<file path="src/rtl/axi_master.sv">
// Single-outstanding AXI burst master: one command at a time, AW->W->B or AR->R,
// with a one-cycle done pulse carrying the transaction response.
module axi_master #(
    parameter logic [1:0]  ID         = 2'b01,
    parameter int unsigned ADDR_WIDTH = 4,
    parameter int unsigned DATA_WIDTH = 32
) (
    input  logic                    aclk,
    input  logic                    areset,
    input  logic                    cmd_valid,
    output logic                    cmd_ready,
    input  logic                    cmd_write,
    input  logic [ADDR_WIDTH-1:0]   cmd_addr,
    input  logic [3:0]              cmd_len,
    input  logic [1:0]              cmd_burst,
    input  logic [DATA_WIDTH-1:0]   wr_data,
    input  logic                    wr_data_valid,
    output logic                    wr_data_ready,
    output logic [DATA_WIDTH-1:0]   rd_data,
    output logic                    rd_valid,
    output logic                    rd_last,
    output logic                    done,
    output logic [1:0]              done_resp,
    output logic [1:0]              awid,
    output logic [ADDR_WIDTH-1:0]   awaddr,
    output logic [3:0]              awlen,
    output logic [2:0]              awsize,
    output logic [1:0]              awburst,
    output logic                    awlock,
    output logic [3:0]              awcache,
    output logic [2:0]              awprot,
    output logic [3:0]              awqos,
    output logic [3:0]              awregion,
    output logic                    awuser,
    output logic                    awvalid,
    input  logic                    awready,
    output logic [1:0]              wid,
    output logic [DATA_WIDTH-1:0]   wdata,
    output logic [DATA_WIDTH/8-1:0] wstrb,
    output logic                    wlast,
    output logic                    wuser,
    output logic                    wvalid,
    input  logic                    wready,
    input  logic [1:0]              bid,
    input  logic [1:0]              bresp,
    input  logic                    buser,
    input  logic                    bvalid,
    output logic                    bready,
    output logic [1:0]              arid,
    output logic [ADDR_WIDTH-1:0]   araddr,
    output logic [3:0]              arlen,
    output logic [2:0]              arsize,
    output logic [1:0]              arburst,
    output logic                    arlock,
    output logic [3:0]              arcache,
    output logic [2:0]              arprot,
    output logic [3:0]              arqos,
    output logic [3:0]              arregion,
    output logic                    aruser,
    output logic                    arvalid,
    input  logic                    arready,
    input  logic [1:0]              rid,
    input  logic [DATA_WIDTH-1:0]   rdata,
    input  logic [1:0]              rresp,
    input  logic                    rlast,
    input  logic                    ruser,
    input  logic                    rvalid,
    output logic                    rready
);
    localparam int unsigned CNT_W = 5;

    typedef enum logic [2:0] {
        S_IDLE, S_WADDR, S_WDATA, S_WRESP, S_RADDR, S_RDATA, S_REJECT
    } state_t;

    state_t                r_state, w_next;
    logic [ADDR_WIDTH-1:0] r_addr;
    logic [3:0]            r_len;
    logic [1:0]            r_burst;
    logic                  r_awvalid, r_arvalid, r_wvalid, r_wlast;
    logic                  r_rd_valid, r_rd_last, r_done, r_id_err;
    logic [DATA_WIDTH-1:0] r_wdata, r_rd_data;
    logic [1:0]            r_done_resp, r_rresp;
    logic [CNT_W-1:0]      r_beats;

    logic                  w_illegal, w_load, w_wfinal, w_rend, w_rid_bad;
    logic [CNT_W-1:0]      w_len_ext;
    logic [1:0]            w_rresp_final;
    logic                  w_unused;

    assign w_illegal = (cmd_burst == 2'b11) |
                       ((cmd_burst == 2'b10) & !((cmd_len == 4'd1) | (cmd_len == 4'd3) |
                                                 (cmd_len == 4'd7) | (cmd_len == 4'd15)));
    assign w_len_ext     = {1'b0, r_len};
    assign wr_data_ready = (r_state == S_WDATA) & (r_beats <= w_len_ext) & (!r_wvalid | wready);
    assign w_load        = wr_data_valid & wr_data_ready;
    assign w_wfinal      = r_wvalid & wready & r_wlast;
    assign w_rid_bad     = (rid != ID);
    assign w_rend        = (r_state == S_RDATA) & rvalid & ((r_beats == w_len_ext) | rlast);
    // Response of a finished read includes the beat completing on this edge
    assign w_rresp_final = (r_id_err | w_rid_bad) ? 2'b10 :
                           (rresp != 2'b00) ? rresp : r_rresp;
    assign w_unused      = ^{buser, ruser};

    always_ff @(posedge aclk) begin
        if (areset) r_state <= S_IDLE;
        else        r_state <= w_next;
    end

    always_comb begin
        w_next = r_state;
        case (r_state)
            S_IDLE:   if (cmd_valid) w_next = w_illegal ? S_REJECT : (cmd_write ? S_WADDR : S_RADDR);
            S_WADDR:  if (awready)   w_next = S_WDATA;
            S_WDATA:  if (w_wfinal)  w_next = S_WRESP;
            S_WRESP:  if (bvalid)    w_next = S_IDLE;
            S_RADDR:  if (arready)   w_next = S_RDATA;
            S_RDATA:  if (w_rend)    w_next = S_IDLE;
            S_REJECT: w_next = S_IDLE;
            default:  w_next = S_IDLE;
        endcase
    end

    // Datapath: latched command, channel valids, beat counter, read/done registers
    always_ff @(posedge aclk) begin
        if (areset) begin
            r_addr      <= '0;
            r_len       <= '0;
            r_burst     <= '0;
            r_awvalid   <= 1'b0;
            r_arvalid   <= 1'b0;
            r_wvalid    <= 1'b0;
            r_wlast     <= 1'b0;
            r_wdata     <= '0;
            r_rd_valid  <= 1'b0;
            r_rd_last   <= 1'b0;
            r_rd_data   <= '0;
            r_done      <= 1'b0;
            r_done_resp <= '0;
            r_rresp     <= '0;
            r_id_err    <= 1'b0;
            r_beats     <= '0;
        end else begin
            r_done     <= 1'b0;
            r_rd_valid <= 1'b0;
            r_rd_last  <= 1'b0;
            case (r_state)
                S_IDLE: if (cmd_valid) begin
                    r_addr   <= cmd_addr;
                    r_len    <= cmd_len;
                    r_burst  <= cmd_burst;
                    r_beats  <= '0;
                    r_rresp  <= '0;
                    r_id_err <= 1'b0;
                    r_wlast  <= 1'b0;
                    if (w_illegal) begin
                        r_done      <= 1'b1;
                        r_done_resp <= 2'b10;
                    end else if (cmd_write) begin
                        r_awvalid <= 1'b1;
                    end else begin
                        r_arvalid <= 1'b1;
                    end
                end
                S_WADDR: if (awready) r_awvalid <= 1'b0;
                S_RADDR: if (arready) r_arvalid <= 1'b0;
                S_WDATA: begin
                    if (w_load) begin
                        r_wdata  <= wr_data;
                        r_wvalid <= 1'b1;
                        r_wlast  <= (r_beats == w_len_ext);
                        r_beats  <= r_beats + CNT_W'(1);
                    end else if (r_wvalid & wready) begin
                        r_wvalid <= 1'b0;
                    end
                end
                S_WRESP: if (bvalid) begin
                    r_done      <= 1'b1;
                    r_done_resp <= (bid != ID) ? 2'b10 : bresp;
                end
                S_RDATA: if (rvalid) begin
                    r_rd_data  <= rdata;
                    r_rd_valid <= 1'b1;
                    r_beats    <= r_beats + CNT_W'(1);
                    if (rresp != 2'b00) r_rresp  <= rresp;
                    if (w_rid_bad)      r_id_err <= 1'b1;
                    if (w_rend) begin
                        r_rd_last   <= 1'b1;
                        r_done      <= 1'b1;
                        r_done_resp <= w_rresp_final;
                    end
                end
                default: ;
            endcase
        end
    end

    assign cmd_ready = (r_state == S_IDLE);
    assign bready    = (r_state == S_WRESP);
    assign rready    = (r_state == S_RDATA);
    assign rd_data   = r_rd_data;
    assign rd_valid  = r_rd_valid;
    assign rd_last   = r_rd_last;
    assign done      = r_done;
    assign done_resp = r_done_resp;

    assign awid     = ID;
    assign awaddr   = r_addr;
    assign awlen    = r_len;
    assign awsize   = 3'b010;
    assign awburst  = r_burst;
    assign awlock   = 1'b0;
    assign awcache  = '0;
    assign awprot   = '0;
    assign awqos    = '0;
    assign awregion = '0;
    assign awuser   = 1'b0;
    assign awvalid  = r_awvalid;

    assign wid   = ID;
    assign wdata = r_wdata;
    assign wstrb = '1;
    assign wlast = r_wlast;
    assign wuser = 1'b0;
    assign wvalid = r_wvalid;

    assign arid     = ID;
    assign araddr   = r_addr;
    assign arlen    = r_len;
    assign arsize   = 3'b010;
    assign arburst  = r_burst;
    assign arlock   = 1'b0;
    assign arcache  = '0;
    assign arprot   = '0;
    assign arqos    = '0;
    assign arregion = '0;
    assign aruser   = 1'b0;
    assign arvalid  = r_arvalid;
endmodule
</file>
<file path="config.mk">
export PLATFORM = sky130hd
export DESIGN_NAME = axi_master
export DESIGN_NICKNAME = d
export VERILOG_FILES = /design/src/rtl/axi_master.sv
export SDC_FILE = /design/constraint.sdc
export NUM_CORES = 1
export LEC_CHECK = 0
export ABC_AREA = 1
export BUFFER_PORTS_ARGS = -buffer_cell sky130_fd_sc_hd__buf_2
export CAP_MARGIN = 20
export CORE_MARGIN = 4
export CORE_UTILIZATION = 45
export CTS_CLUSTER_DIAMETER = 60
export DETAILED_ROUTE_END_ITERATION = 8
export PLACE_DENSITY = 0.81
export SETUP_SLACK_MARGIN = 0.15
export SYNTH_ARGS = -nofsm -noshare
export SYNTH_HDL_FRONTEND = slang
export SYNTH_SLANG_ARGS = --single-unit
</file>
<file path="constraint.sdc">
create_clock -name aclk -period 1.9 [get_ports aclk]
set_input_delay 0.285 -clock aclk [delete_from_list [all_inputs] [get_ports aclk]]
set_output_delay 0.285 -clock aclk [all_outputs]
set_load 0.1 [all_outputs]
</file>
# Yosys cells after proc, flatten, opt, wreduce, memory -nomap -nowiden
# Cells that the tools add are included.
[classes]
n_addsub = 1
n_lt_le_gt_ge = 1
n_eq_ne = 27
muxes = 50
bitwise = 16
n_reduce_logical = 24
[ops]
columns = ["op", "n"]
rows = [
  ["3-bit 2-to-1 mux", 8],
  ["1-bit 2-to-1 mux", 20],
  ["2-bit 2-to-1 mux", 10],
  ["2-bit != test, second input constant", 9],
  ["3-bit case mux with 6 select lines", 1],
  ["5-bit 2-to-1 mux", 3],
  ["5-bit case mux with 3 select lines", 1],
  ["2-bit by 1-bit != test with 1-bit output, second input constant", 6],
  ["6-bit AND reduction", 2],
  ["2-bit nonzero test", 6],
  ["5-bit AND reduction", 2],
  ["1-bit bitwise AND", 8],
  ["1-bit case mux with 2 select lines", 4],
  ["2-bit AND reduction", 4],
  ["4-bit AND reduction", 2],
  ["1-bit OR", 7],
  ["3-bit by 2-bit equality test with 1-bit output, second input constant", 2],
  ["3-bit equality test, second input constant", 2],
  ["2-bit case mux with 3 select lines", 1],
  ["3-bit AND reduction", 2],
  ["3-bit nonzero test", 2],
  ["5-bit by 1-bit adder with 5-bit output, second input constant", 1],
  ["5-bit by 4-bit equality test with 1-bit output", 1],
  ["5-bit by 4-bit less-or-equal comparator with 1-bit output", 1],
  ["other kinds (12)", 14],
]
[totals]
reg_bits = 94
input_bits = 95
wordCells = 136

# Logic depth before layout (Yosys ltp)
# Gate-level depths: netlist of the first run.
[depth]
word_depth = 10
ltp_mapped = 13
ltp_nobuf = 13

# Worst setup path before layout of the first run
# OpenSTA, ideal clock, no wires.
[synth_timing]
kind = "register to register"
start = "register r_len[3] (netlist: arlen[3])"
end = "register r_wdata[31] (netlist: wdata[31])"
arrival_ns = 2.501
slack_ns = -0.672
path_stages_with_launch = 10
n_path_buf = 1
period_less_slack_ns = 2.572
path_cell_list = "dfxtp_1 inv_1 ha_1 inv_1 nor2_1 nand3_1 a21boi_2 buf_4 nand3_1 a21oi_1"
[synth_via]
elab_chain_cells = 5
[synth_lines]
columns = ["element", "line_no", "source"]
rows = [
  ["start: declaration", "78", "logic [3:0] r_len;"],
  ["start signal: assignment", "150", "r_len <= cmd_len;"],
  ["5-bit by 4-bit less-or-equal comparator with 1-bit output", "95", "assign wr_data_ready = (r_state == S_WDATA) & (r_beats <= w_len_ext) & (!r_wvalid | wready);"],
  ["1-bit bitwise AND (2 in series)", "95", ""],
  ["net wr_data_ready", "18", "output logic wr_data_ready,"],
  ["1-bit bitwise AND", "96", "assign w_load = wr_data_valid & wr_data_ready;"],
  ["2-bit AND reduction (no source line)", "n/a", ""],
  ["end signal: assignment", "169", "r_wdata <= wr_data;"],
  ["end: declaration", "82", "logic [DATA_WIDTH-1:0] r_wdata, r_rd_data;"],
]
# The timed path passes the listed nets, and every way through them passes these cells.
# A chain may end at the register's enable or synchronous reset.

# Worst setup path after layout of the first run
[layout_timing]
start = "register r_len[3] (netlist: arlen[3])"
end = "output wr_data_ready"
[layout_via]
elab_chain_cells = 3
[layout_lines]
columns = ["element", "line_no"]
rows = [
  ["5-bit by 4-bit less-or-equal comparator with 1-bit output", "95"],
  ["1-bit bitwise AND (2 in series)", "95"],
  ["end: declaration", "18"],
]
# No other way between the ends.

==> results of run 1 <==
==> synth_stat cells <==
| library cell | count |
|---|---|
| a211oi_1 | 1 |
| a21boi_2 | 1 |
| a21oi_1 | 47 |
| a32oi_1 | 1 |
| buf_1 | 2 |
| buf_2 | 1 |
| buf_4 | 64 |
| clkbuf_1 | 22 |
| clkinv_1 | 1 |
| conb_1 | 2 |
| dfxtp_1 | 94 |
| ha_1 | 5 |
| inv_1 | 37 |
| inv_2 | 1 |
| inv_4 | 2 |
| nand2_1 | 75 |
| nand2_2 | 3 |
| nand3_1 | 50 |
| nand3_4 | 1 |
| nand4_1 | 11 |
| nor2_1 | 98 |
| nor2_8 | 1 |
| nor3_1 | 3 |
| nor3_4 | 1 |
| o211a_1 | 1 |
| o211ai_1 | 2 |
| o211ai_2 | 1 |
| o21ai_0 | 51 |
| o21ai_1 | 1 |
| o21ai_2 | 1 |
| o21ai_4 | 1 |
| o31ai_1 | 1 |
| or2_2 | 2 |
==> repair_timing <==
action,4_1_cts,5_1_grt
endpoints found under the setup margin,14,47
pin swaps,2,36
gates cloned,1,4
gates resized for setup,17,110
setup buffers,6,16
hold buffers,0,0
==> through the flow <==
| step | total power [uW] | hold WS (ns) | util [%] | area (um2) | cells |
|---|---|---|---|---|---|
| 2_1_floorplan | 7605 | 0.4199 | - | 4755 | 634 |
| 3_3_place_gp | 8265 | 0.4456 | 57.73 | 5385 | 878 |
| 3_5_place_dp | 8374 | 0.4512 | 57.73 | 5385 | 878 |
| 4_1_cts | 10150 | 0.1216 | 61.30 | 5718 | 901 |
| 5_1_grt | 11750 | 0.1067 | 68.17 | 6359 | 920 |
| 6_report | 11220 | 0.1310 | 68.17 | 6359 | 920 |
==> report_power, final <==
part	internal (uW)	total, uW	switching (uW)
clock	667	1430	764
combinational	2020	7190	5170
sequential	2330	2600	270
==> registers in the layout, indices dropped and copies added, names as in the netlist <==
name,count
araddr,4
arburst,2
arlen,4
arvalid,1
awvalid,1
done,1
done_resp,2
r_beats,5
r_id_err,1
r_rresp,2
r_state,3
rd_data,32
rd_last,1
rd_valid,1
wdata,32
wlast,1
wvalid,1
==> worst max-delay path: cells and delay by family, from the launching register on <==
kind	cells	cell delay [ns]
DFF	1	0.37
adders and majority gates	1	0.28
and+or+nand+nor	2	0.22
buffers and inverters	4	0.36
AOI/OAI and AO/OA	1	0.17
==> final cells by class <==
cell class	count	area, um2	area share (%)
clock inverter	6	73.82	1.161
multi-input combinational	410	2420	38.06
timing repair buffer	230	1485	23.36
tap	129	161.4	2.538
inverter	41	171.4	2.696
sequential	94	1909	30.03
clock buffer	10	137.6	2.165
==> kinds of logic (layout without fill, tap and decap cells) <==
family	count (synthesis)	in the layout	synth area share, %
adder cells (fa/ha/maj)	5	5	1.439
AND/OR/NAND/NOR	245	245	24.58
buffers and inverters	130	287	16.89
AO/OA/AOI/OAI	109	109	13.64
flip-flops	94	94	43.28
other	2	51	0.1727
==> final timing paths <==
path                                  to  slack (ns)  depth (start not counted)
hold reg to reg   wdata[11]$_SDFFE_PP0P_        0.47                          2
hold / removal    araddr[2]$_SDFFE_PP0P_        0.13                          3
setup reg to reg  wdata[27]$_SDFFE_PP0P_       -0.10                         14
setup / recovery           wr_data_ready       -0.15                          8
==> per-layer routing <==
| metal | global-route usage (%) | vias to the layer above | part of all wire [%] |
|---|---|---|---|
| li1 | - | 2197 | - |
| met1 | 23.73 | 2110 | 38 |
| met2 | 36.38 | 225 | 51 |
| met3 | 6.132 | 45 | 7.6 |
| met4 | 8.141 | 0 | 3.1 |
| met5 | 0 | - | 0 |
==> impl_results.md, run 1 <==
- Input/output buffers: 189
- Post-DRT Antenna Nets: 0
- Largest net degree at the start of global routing: 56
- Syn Area/Cell: 7.432 um2
- Share of layout cells above drive strength 1: 46.52%
- Setup TNS: -1.886 ns
- Inserted Diodes: 0
- Clock buffer count from CTS: 9
- Via count: 4,577
- Crit path required time: 1.62 ns
- Crit Path Max Fanout: 2
- Synth Warn #: 0
- Full die area: 11,300 um2
- Reg2reg start: arlen[3]$_SDFFE_PP0P_
- Peak supply drop: 1.413 mV
- Netlist cell types: 33
- Hold Fails Final Rpt: 0
- CTS root buffer: clkbuf_8
- Core area: 9328 um2
- Crit-path max cell delay: 0.37 ns
- Unrepaired setup endpoints after global routing: yes
- Vias/cell: 4.975
- Worst hold path class: primary input to flip-flop
- Die Wd: 106.3 um
- Worst slew pin tran: 0.5270 ns
- Final WS setup: -0.1476 ns
- Final nets: 886
- Routed WL: 13,980 um
- Min cycle time layout: 2.048 ns
- Cells after synthesis: 585
- Max Cap Viol: 0
- Final Cycle Share: 107.8%
- CP Launch Type: flip-flop
- Synth top area share: 43.28%
- # fillers: 734
- Dominant cell type by area after synthesis: dfxtp_1
- Slowest CP cell: dfxtp_4
- Outcome: finished with violations
- Max-slew violations: 0
- Synth top area cells: dfxtp_1 (43%), buf_4 (11%), nor2_1 (8.5%), nand2_1 (6.5%), o21ai_0 (5.9%)
- Critical path class: flip-flop to primary output
- TritonCTS Sinks: 94
- P per Cell Area: 1765 nW/um2
- Initial antenna violation count: 0
- #FFs+latches synth: 94
- Crit path capture type: primary output
- First-pass GRT wire length: 19,330 um
- CTS clk-pin slew, worst paths: 0.11 ns
- DIE HEIGHT: 106.3 um
- Rel. slew slack: 64.87%
- Vias in the first global route: 4,182
- Most frequent cells in the layout: buf_2 (185), nor2_1 (94), dfxtp_1 (82), nand2_1 (52), conb_1 (51)
- Initial DRC count: 242
- Cell row count: 35
- IO Pins: 243
- DRT Pass-1 Iters: 5
- Fmax: 488.4 MHz
- Total congestion overflow: 0
- CTS tree: done
- Critical-path cell list: inv_4, ha_4, inv_4, nor2_4, nand3_4, a21boi_4, buf_12, buf_12
- Drt drc: 0
- Register area share after synthesis: 43.28%
- Worst Min Path Start: cmd_addr[2]
- H-tree depth: 3
- Gpl congestion: 0.8434
- Count of final setup violators: 34
- Worst setup path startpoint: arlen[3]$_SDFFE_PP0P_
- Post-DP HPWL: 8974 um
- Commonest non-fill, non-tap cell in the layout: buf_2
- Mapped Area: 4348 um2
- Clk Latency, worst-skew pair: 0.37 ns
- Total track usage: 20.80%
- Max clock buf depth: 2
- CP arrival: 1.76 ns
- Failing checks: setup timing
- WL per Instance: 15.19 um
- Initial Utilization: 46.61%
- Setup Skew: 0.01659 ns
- Area grow syn2layout: 46.24%
- Post-place setup slack: 0.1024 ns
- LEAKAGE: 0.003107 uW
Note: power is estimated with default switching activity, not from simulation.
==> run 2: changes to the inputs <==
- CELL_PAD_IN_SITES_DETAIL_PLACEMENT: default -> 0
- CELL_PAD_IN_SITES_GLOBAL_PLACEMENT: default -> 1
- CORE_UTILIZATION: 45 -> 30
- PLACE_DENSITY: 0.81 -> default
- PLACE_DENSITY_LB_ADDON: default -> 0.1
==> impl_results.md, run 2 (same netlist as run 1, synthesis figures left out) <==
- First-pass GRT wire length: 20,760 um
- Initial DRC count: 236
- WL per Instance: 14.11 um
- Vias/cell: 4.541
- Inserted Diodes: 0
- Rel. slew slack: 65.33%
- Crit-path most repeated cell: inv_4
- Max clock buf depth: 2
- IO Pins: 243
- Final Cycle Share: 106.6%
- Fmax: 493.6 MHz
- # fillers: 1,429
- Full die area: 16,480 um2
- DIE HEIGHT: 128.4 um
- Vias in the first global route: 4,161
- Max Cap Viol: 0
- Drt drc: 0
- Crit Path Max Fanout: 2
- Routed WL: 13,700 um
- Critical path class: flip-flop to primary output
- Unrepaired setup endpoints after global routing: yes
- Core area: 14,040 um2
- Most frequent cells in the layout: buf_2 (185), nor2_1 (94), dfxtp_1 (83), nand2_1 (64), conb_1 (51)
- Via count: 4,409
- Setup Skew: 0.006940 ns
- Crit-path max cell delay: 0.36 ns
- Post-DP HPWL: 9815 um
- Cell row count: 43
- Failing checks: setup timing
- Final WS setup: -0.1261 ns
- Total track usage: 15.74%
- Cts hold-fix bufs: 0
- Crit path required time: 1.62 ns
- Min cycle time layout: 2.026 ns
- Largest net degree at the start of global routing: 43
- Commonest non-fill, non-tap cell in the layout: buf_2
- Slowest CP cell: dfxtp_4
- Area grow syn2layout: 48.52%
- Share of layout cells above drive strength 1: 43.87%
- Clock buffer count from CTS: 9
- Final nets: 887
- Peak supply drop: 0.6241 mV
- Clk Latency, worst-skew pair: 0.34 ns
- Initial Utilization: 30.96%
- LEAKAGE: 0.003139 uW
- Hold Fails Final Rpt: 0
- Max-slew violations: 0
- CTS tree: done
- Initial antenna violation count: 0
- Worst hold path class: primary input to flip-flop
- CTS clk-pin slew, worst paths: 0.07 ns
- Critical-path cell list: inv_4, ha_4, inv_4, nor2_4, nand3_2, nand3_4, a21boi_4, buf_12, buf_16
- P per Cell Area: 1795 nW/um2
- Input/output buffers: 189
- CTS root buffer: clkbuf_16
- DRT Pass-1 Iters: 5
- Core Util, Final: 45.99%
- Worst slew pin tran: 0.5201 ns
- Outcome: finished with violations
- Crit path capture type: primary output
- Hold_ws: 0.1602 ns
- Total congestion overflow: 0
- CP arrival: 1.74 ns
- H-tree depth: 3
- TritonCTS Sinks: 94
- Post-DRT Antenna Nets: 0
- Count of final setup violators: 22
- Gpl congestion: 0.7651
- CP Launch Type: flip-flop
- Die Wd: 128.4 um
[run 2: changes by cell type in the layout (fill, tap and decap cells not counted), moves of 4 or more]
cell,delta
a21oi_1,+8
clkbuf_8,-9
nand3_2,-4
nand2_1,+12
nand2_4,-10
a21oi_2,-8
buf_4,+4
clkbuf_16,+9
[run 2: path summary, 6_finish.rpt]
check | start | endpoint | slack [ns] | cells past startpoint
setup / recovery | arlen[3]$_SDFFE_PP0P_ | wr_data_ready | -0.13 | 9
hold / removal | rdata[10] | rd_data[10]$_SDFFE_PP0P_ | 0.16 | 3
setup reg to reg | arlen[3]$_SDFFE_PP0P_ | wdata[0]$_SDFFE_PP0P_ | -0.09 | 14
hold reg to reg | wdata[13]$_SDFFE_PP0P_ | wdata[13]$_SDFFE_PP0P_ | 0.46 | 2
[run 2: critical path, delay by kind of cell (launching register included)]
kind | cells | cell delay, ns
buffers and inverters | 4 | 0.36
adders and majority gates | 1 | 0.27
AOI/OAI and AO/OA | 1 | 0.07
and+or+nand+nor | 3 | 0.33
DFF | 1 | 0.36
[run 2: metrics by stage]
| step | power [uW] | setup slack (ns) | setup TNS (ns) | instances | area (um2) |
|---|---|---|---|---|---|
| floorplan | 7605 | -0.3616 | -13.79 | 634 | 4755 |
| global placement | 8514 | 0.07785 | 0 | 935 | 5497 |
| detailed placement | 8559 | 0.04858 | 0 | 935 | 5497 |
| CTS | 11210 | -0.1285 | -0.3574 | 962 | 6126 |
| global route | 12190 | -0.1977 | -3.392 | 971 | 6457 |
| finish | 11590 | -0.1261 | -1.660 | 971 | 6457 |
[run 2: power by group]
group / switching [uW] / internal (uW) / leakage (uW)
clock network: 796 / 1270 / 0.000163
registers: 258 / 2330 / 0.000769
logic: 5010 / 1930 / 0.00221
total: 6070 / 5520 / 0.00314
[run 2: metal layers]
layer  wire (um)  share of wire [%]  vias to the layer above  GRT usage [%]
met1        5795                 42                     2035          19.75
li1            -                  -                     2198              -
met3        1002                7.3                       21          4.110
met2        6612                 48                      155          25.62
met4         293                2.1                        0          6.679
met5           0                  0                        -              0
[run 2: layout make-up]
class,count,area (um2),share of cell area [%]
Clock buffer,11,264.0,4.088
Clock inverter,4,76.32,1.182
Inverter,41,176.4,2.732
Multi-Input combinational cell,410,2341,36.25
Sequential cell,94,1908,29.55
Tap cell,180,225.2,3.488
Timing Repair Buffer,231,1466,22.71
[run 2: repair_timing]
action | CTS | global route
pin swaps | 14 | 21
setup endpoints to repair | 24 | 52
gates resized for setup | 44 | 58
setup buffers | 11 | 7
gates cloned | 1 | 3
==> run 3: changes to the inputs <==
- CORE_UTILIZATION: 30 -> 32
- clock period: 1.9 -> 2.4 ns (I/O delays scaled with it)
==> impl_results.md, run 3 (same netlist as run 1, synthesis figures left out) <==
- Outcome: finished, final reports clean
- Max Cap Viol: 0
- P per Cell Area: 1407 nW/um2
- Initial antenna violation count: 0
- Critical-path cell list: inv_1, ha_1, inv_1, nor2_1, nand3_2, a21boi_4, buf_12
- Unrepaired setup endpoints after global routing: no
- CTS root buffer: clkbuf_16
- Crit-path most repeated cell: inv_1
- IO Pins: 243
- Rel. slew slack: 58.94%
- Final nets: 854
- Total congestion overflow: 0
- Setup TNS: 0 ns
- DRT Pass-1 Iters: 4
- Vias in the first global route: 3,804
- Initial Utilization: 32.70%
- Gpl congestion: 0.8199
- Clock buffer count from CTS: 9
- Crit-path max cell delay: 0.34 ns
- First-pass GRT wire length: 19,710 um
- Post-DP HPWL: 9178 um
- Core area: 13,300 um2
- Inserted Diodes: 0
- CTS clk-pin slew, worst paths: 0.06 ns
- Routed WL: 12,570 um
- Input/output buffers: 189
- Worst hold path class: primary input to flip-flop
- Final Cycle Share: 89.14%
- Worst slew pin tran: 0.6122 ns
- DIE HEIGHT: 124.6 um
- H-tree depth: 3
- WL per Instance: 13.46 um
- Peak supply drop: 0.6359 mV
- Cell row count: 42
- Final WS setup: 0.2607 ns
- Most frequent cells in the layout: buf_2 (188), nor2_1 (98), dfxtp_1 (88), nand2_1 (75)
- LEAKAGE: 0.002867 uW
- Commonest non-fill, non-tap cell in the layout: buf_2
- Crit path capture type: primary output
- Max-slew violations: 0
- Post-DRT Antenna Nets: 0
- Fmax: 467.4 MHz
- TritonCTS Sinks: 94
- Crit path required time: 2.04 ns
- Drt drc: 0
- Crit Path Max Fanout: 3
- Count of final setup violators: 0
- Via count: 4,164
- Die Wd: 124.6 um
- Hold Fails Final Rpt: 0
- Total track usage: 15.56%
- Largest net degree at the start of global routing: 40
- Core Util, Final: 41.70%
- CP Launch Type: flip-flop
- Min cycle time layout: 2.139 ns
- Vias/cell: 4.458
- CP arrival: 1.78 ns
- Hold_ws: 0.2307 ns
- Area grow syn2layout: 27.51%
- Full die area: 15,520 um2
- Initial DRC count: 185
- Share of layout cells above drive strength 1: 31.13%
- CTS tree: done
- Post-place setup slack: 0.4996 ns
- Setup Skew: 0.008280 ns
- Critical path class: flip-flop to primary output
- Slowest CP cell: dfxtp_4
- Max clock buf depth: 2
- Clk Latency, worst-skew pair: 0.35 ns
[run 3: worst max-delay path, delay by kind of cell, from the launching register on]
family	cells	cell delay (ns)
AO/OA/AOI/OAI	1	0.23
adder cells (fa/ha/maj)	1	0.29
buffers and inverters	3	0.29
flip-flops	1	0.34
AND/OR/NAND/NOR	2	0.30
[run 3: through the flow]
stage               cell area [um2]  power, uW  cells
detailed placement             5238       6392    918
finish                         5544       7802    934
CTS                            5527       7838    934
global route                   5544       8239    934
global placement               5238       6356    918
floorplan                      4566       5801    634
[run 3: what timing repair did]
action / in CTS / in global routing
pin swaps: 1 / 1
endpoints found under the hold margin: 0 / 0
setup buffers: 1 / 0
hold buffers: 0 / 0
setup endpoints to repair: 1 / 1
resized for setup: 0 / 3
[run 3: where the power goes]
group	switching (uW)	total (uW)	internal [uW]
clock	607	1410	801
sequential	198	2030	1830
combinational	3550	4360	816
total	4350	7800	3450
[run 3: worst paths after layout]
path,startpoint,to,slack (ns),cells past startpoint
max,arlen[3]$_SDFFE_PP0P_,wr_data_ready,0.26,7
min,rdata[26],rd_data[26]$_SDFFE_PP0P_,0.23,3
max reg2reg,arlen[3]$_SDFFE_PP0P_,wdata[24]$_SDFFE_PP0P_,0.49,11
min reg2reg,wdata[10]$_SDFFE_PP0P_,wdata[10]$_SDFFE_PP0P_,0.46,2
[run 3: layout make-up]
| type | count | area [um2] |
|---|---|---|
| clock buffers | 11 | 232.7 |
| fillers | 1422 | 7751 |
| repair buffers | 198 | 1041 |
| clock inverters | 4 | 48.80 |
| inverters | 41 | 161.4 |
| multi-input cells | 410 | 1946 |
| flip-flops and latches | 94 | 1894 |
| well taps | 176 | 220.2 |
[run 3: layer usage]
layer  GRT usage, %  vias to the layer above  wire (um)
li1               -                     2123          -
met1          18.63                     1866       5335
met2          25.00                      163       5733
met3          7.247                       12       1324
met4          4.513                        0        175
met5              0                        -          0
